==> src/rtl/square_pkg.sv <==
// Shared definitions for the square-root reconstruction and extraction blocks:
// the FSM state encoding and the default root width.
package square_pkg;

    localparam int SQ_DEFAULT_WIDTH = 4;

    typedef enum logic [1:0] {
        IDLE = 2'd0,
        CALC = 2'd1,
        DONE = 2'd2
    } state_t;

endpackage : square_pkg

==> src/rtl/square_reconstructor.sv <==
// Rebuilds a radicand from a square-root/remainder pair as root*root + remainder,
// using a serial shift-add multiplier that consumes one root bit per cycle.
module square_reconstructor
    import square_pkg::*;
#(
    parameter int WIDTH = SQ_DEFAULT_WIDTH
) (
    input  logic                 clk,
    input  logic                 rst,
    input  logic                 in_valid,
    output logic                 in_ready,
    input  logic [WIDTH-1:0]     root,
    input  logic [WIDTH:0]       remainder,
    output logic                 out_valid,
    input  logic                 out_ready,
    output logic [2*WIDTH-1:0]   radicand,
    output logic                 illegal
);

    localparam int CW = $clog2(WIDTH + 1);
    localparam int RW = 2 * WIDTH;

    state_t             state_q;
    logic [WIDTH-1:0]   mcand_q;
    logic [WIDTH-1:0]   mplier_q;
    logic [CW-1:0]      count_q;
    logic [RW-1:0]      acc_q;
    logic [RW-1:0]      acc_d;
    logic               illegal_q;
    logic               out_valid_q;
    int                 stepIdx;

    // Partial product for the current multiplier bit; the step index counts up
    // from zero as the bit counter runs down from WIDTH.
    always_comb begin
        stepIdx = WIDTH - int'(count_q);
        acc_d   = acc_q;
        if (mplier_q[0]) begin
            acc_d = acc_q + (RW'(mcand_q) << stepIdx);
        end
    end

    always_ff @(posedge clk) begin
        if (rst) begin
            state_q     <= IDLE;
            mcand_q     <= '0;
            mplier_q    <= '0;
            count_q     <= '0;
            acc_q       <= '0;
            illegal_q   <= 1'b0;
            out_valid_q <= 1'b0;
        end else begin
            case (state_q)
                IDLE: begin
                    if (in_valid) begin
                        mcand_q   <= root;
                        mplier_q  <= root;
                        acc_q     <= RW'(remainder);
                        illegal_q <= (remainder > {root, 1'b0});
                        count_q   <= CW'(WIDTH);
                        state_q   <= CALC;
                    end
                end
                CALC: begin
                    acc_q    <= acc_d;
                    mplier_q <= mplier_q >> 1;
                    count_q  <= count_q - CW'(1);
                    // The last bit is being consumed, so the result is final after this edge.
                    if (count_q == CW'(1)) begin
                        state_q     <= DONE;
                        out_valid_q <= 1'b1;
                    end
                end
                DONE: begin
                    if (out_ready) begin
                        state_q     <= IDLE;
                        out_valid_q <= 1'b0;
                    end
                end
                default: begin
                    state_q     <= IDLE;
                    out_valid_q <= 1'b0;
                end
            endcase
        end
    end

    assign in_ready  = (state_q == IDLE);
    assign out_valid = out_valid_q;
    assign radicand  = acc_q;
    assign illegal   = illegal_q;

endmodule : square_reconstructor
==> config.mk <==
export PLATFORM = sky130hd
export DESIGN_NAME = square_reconstructor
export DESIGN_NICKNAME = d
export VERILOG_FILES = /design/src/rtl/square_pkg.sv /design/src/rtl/square_reconstructor.sv
export SDC_FILE = /design/constraint.sdc
export NUM_CORES = 1
export LEC_CHECK = 0
export CORE_ASPECT_RATIO = 1.1
export CORE_MARGIN = 3
export CORE_UTILIZATION = 30
export CTS_CLUSTER_DIAMETER = 120
export DETAILED_ROUTE_END_ITERATION = 8
export GPL_TIMING_DRIVEN = 0
export PLACE_DENSITY = 0.48
export SLEW_MARGIN = 0
export SYNTH_ARGS = -nofsm -noshare
export SYNTH_HDL_FRONTEND = slang
export SYNTH_SLANG_ARGS = --single-unit
==> constraint.sdc <==
create_clock -name clk -period 3.4 [get_ports clk]
set_input_delay 0.68 -clock clk [delete_from_list [all_inputs] [get_ports clk]]
set_output_delay 0.68 -clock clk [all_outputs]
set_load 0.01 [all_outputs]
==> results.rst <==
.. list-table::
   :header-rows: 1

   * - Metric
     - Value
   * - Count of unique library cells instantiated by Yosys
     - 45
   * - Worst setup slack before clock tree synthesis
     - -0.319 ns
   * - FF-to-FF setup slack
     - 0.25 ns
   * - Count of synthesis-stage warnings from yosys
     - 0
   * - Die span in y
     - 81.8 µm
   * - Startpoint type of the worst setup path
     - flip-flop
   * - Setup violators final
     - 0
   * - Number of hold-slack violations in the final timing report
     - 0
   * - Port-buffer cells
     - 23
   * - ANT nets after route
     - 0
   * - Number of cells traversed by the worst register-to-register path
     - 15
   * - I/O pin count
     - 24
   * - Startpoint of the most critical setup path
     - count_q[0]
   * - Classification of the worst setup path
     - flip-flop to flip-flop
   * - Number of nets at the end of the flow
     - 262
   * - Outcome
     - complete, no violations
   * - DR iter-0 viols
     - 83
   * - Min Tclk post-route
     - 3.15 ns
   * - Post-synthesis cell type with the largest combined area
     - sky130_fd_sc_hd__dfxtp_1
   * - Reg-to-reg endpoint
     - radicand[6]
   * - Gate Count Post-Synth
     - 204
   * - Mapped Area
     - 1570 µm²
   * - Syn nets
     - 231
   * - Post-synthesis register bit count
     - 23
   * - TritonCTS buffer count
     - 3
   * - Power density normalized to cell area
     - 380 nW/µm²
   * - Final Max Slew Viols
     - 0
   * - Final cycle utilization of the critical path
     - 0.927
   * - Effective utilization at floorplan
     - 0.323
   * - Max clock buf depth
     - 2
   * - Number of enable flip-flop cells after synthesis
     - 0
   * - Number of inserted filler cells in the final layout
     - 507
   * - Post-CTS clock slew at the launch and capture registers of the worst setup and hold paths
     - 0.10 ns
   * - Most frequent cells in the layout
     - sky130_fd_sc_hd__nand2_1, sky130_fd_sc_hd__nor2_1, sky130_fd_sc_hd__clkdlybuf4s50_1
   * - Fraction of post-synthesis cell area in the top cell type by area
     - 0.294
   * - Peak supply drop
     - 0.000130 V
   * - Antenna violations before repair
     - 0
   * - PnR worst setup slack
     - 0.248 ns
   * - Most frequent standard cell in the layout excluding fill and tap cells
     - sky130_fd_sc_hd__nand2_1
   * - Leakage
     - 0.775 nW
   * - Highest net fanout along the worst path
     - 7
   * - Headroom to the max-slew limit
     - 0.564
   * - Average cell area after synthesis
     - 7.69 µm²
   * - Global-route wire length before repair
     - 6.74 mm
   * - Total power after layout
     - 0.751 mW
   * - Reg2Reg Launch Point
     - count_q[0]
   * - Routed WL per cell
     - 14.1 µm
   * - Number of DRC violations after detailed routing
     - 0
   * - TritonCTS clock tree
     - built
   * - Transition time at the pin with the least slew margin
     - 0.652 ns
   * - Proportion of register bits with asynchronous set or reset after synthesis
     - 0
   * - Final Wtd Congestion
     - 0.862
   * - Kind of capture point of the worst setup path
     - flip-flop
   * - Die area
     - 6130 µm²
   * - Clock Sinks
     - 23
   * - Crit path arrival time
     - 3.32 ns
   * - Number of diodes added for antenna fixing
     - 0
   * - Clock tree skew after final layout
     - 0.00344 ns
   * - First-pass DRT Iterations
     - 4
   * - Timing endpoint of the critical path
     - radicand[6]
   * - Core Box Area
     - 4850 µm²
   * - Path class of the lowest-slack min-delay path
     - flip-flop to flip-flop
   * - Max cap viols
     - 0
   * - Required @ worst endpoint
     - 3.57 ns
   * - Number of global-route vias before repair
     - 1401
   * - Aggregate negative setup slack
     - 0 ns
   * - Fraction of layout cells with a size suffix above 1
     - 0.0940
   * - Clock insertion delay at the later pin of the skew report
     - 0.27 ns
   * - Overall Global Routing Usage
     - 0.145
   * - Leading cell types by total area after synthesis
     - sky130_fd_sc_hd__dfxtp_1, sky130_fd_sc_hd__ha_1, sky130_fd_sc_hd__nand2_1
   * - Die extent in x
     - 74.9 µm
   * - Max Clk Rate
     - 0.317 GHz
   * - Via density per instance
     - 5.11
   * - Master cell of the clock root buffer
     - sky130_fd_sc_hd__clkbuf_8
   * - Count of H-tree levels built during CTS
     - 1
   * - Total half-perimeter wirelength after legalization and detailed placement
     - 3.19 mm
   * - Remaining Overflow, GRT
     - 0
   * - Wire length reported by the detailed router
     - 4.10 mm
   * - Growth of design area from synthesis to finish
     - 25.9%
   * - Maximum number of pins on one net before global-route repair
     - 15
   * - Detailed-route via count
     - 1483
   * - Sequential area share after synthesis
     - 0.294
   * - Number of placement rows
     - 26
   * - Dominant synthesized flop cell
     - sky130_fd_sc_hd__dfxtp_1
worst min-delay path by stage:
stage,endpoint,from,cells past startpoint
3_5_place_dp,illegal,illegal,2
5_1_grt,mplier_q[3],mplier_q[3],2
3_3_place_gp,mplier_q[3],mplier_q[3],2
4_1_cts,mplier_q[3],mplier_q[3],2
2_1_floorplan,mplier_q[3],mplier_q[3],2
6_report,illegal,illegal,2
synthesized netlist by cell type (all sizes together) (2+ instances only):
master and instances:
inv 14, or3 2, a21oi 15, a211oi 4, nor2 27, mux2i 5
o21ai 10, nand2 30, xnor2 2, clkbuf 8, nor2b 4, o21a 5
ha 13, a311oi 3, nor4b 2, o22ai 3, a31oi 5, nor3 5
dfxtp 23, or4 2, buf 2, a32o 2
where the power goes:
| group | total, mW | internal (mW) | switching [mW] |
|---|---|---|---|
| Combinational | 0.257 | 0.119 | 0.137 |
| Clock | 0.187 | 0.0832 | 0.103 |
| Sequential | 0.307 | 0.289 | 0.0189 |
| Total | 0.751 | 0.491 | 0.260 |
per-stage QoR:
step                      cell area, µm²  utilization  hold slack, ns  std cells
after global routing                1970        0.407           0.480        290
final                               1970        0.407           0.461        290
after global placement              1870        0.385           0.447        283
after CTS                           1940        0.401           0.465        287
after detailed placement            1870        0.385           0.449        283
after floorplan                     1570            -           0.437        204
worst max-delay path: stages, from the launching register on:
cell	delay [ns]
sky130_fd_sc_hd__dfxtp_1	0.36
sky130_fd_sc_hd__buf_6	0.12
sky130_fd_sc_hd__inv_1	0.05
sky130_fd_sc_hd__ha_2	0.25
sky130_fd_sc_hd__xnor2_4	0.24
sky130_fd_sc_hd__nand2_2	0.12
sky130_fd_sc_hd__nor4b_2	0.33
sky130_fd_sc_hd__ha_2	0.23
sky130_fd_sc_hd__inv_1	0.05
sky130_fd_sc_hd__fa_1	0.37
sky130_fd_sc_hd__nor2b_1	0.16
sky130_fd_sc_hd__o21a_1	0.15
sky130_fd_sc_hd__o21a_1	0.15
sky130_fd_sc_hd__o21a_1	0.14
sky130_fd_sc_hd__o21ai_0	0.07
sky130_fd_sc_hd__a32o_1	0.25
logic make-up after synthesis:
logic type | share of synthesized area
adder cells (fa/ha/maj) | 0.117
XOR/XNOR | 0.0168
flip-flops | 0.294
AND/OR/NAND/NOR | 0.238
AO/OA/AOI/OAI | 0.240
multiplexers | 0.0319
buffers and inverters | 0.0630
per-layer routing:
| metal | share of wire | track usage | wire length (µm) | vias to the layer above |
|---|---|---|---|---|
| met3 | 0.033 | 0.0220 | 136 | 2 |
| met4 | 0.0068 | 0.0391 | 28 | 0 |
| met1 | 0.49 | 0.202 | 2010 | 678 |
| met5 | 0 | 0 | 0 | - |
| li1 | - | - | - | 779 |
| met2 | 0.47 | 0.231 | 1930 | 24 |
registers in the layout (all words and copies together), names as in the netlist:
register and count:
state_q 2, mcand_q 4, illegal 1, out_valid 1, count_q 3, radicand 8
mplier_q 4
area by class of cell:
type                       instances  area, µm²  area share
inverter                          14       52.6      0.0266
sequential                        23        462       0.234
clock inverter                     1       7.51     0.00380
buffer                            10       47.5      0.0241
multi-input combinational        157       1040       0.527
tap                               56       70.1      0.0355
clock buffer                       3       41.3      0.0209
timing repair buffer              26        253       0.128
timing repair:
item	in CTS	in global routing
pin swaps	0	3
hold buffers	0	0
setup endpoints to repair	5	4
gates resized for setup	3	6
buffers inserted	0	3
No activity file was read; power rests on OpenSTA's default activity.
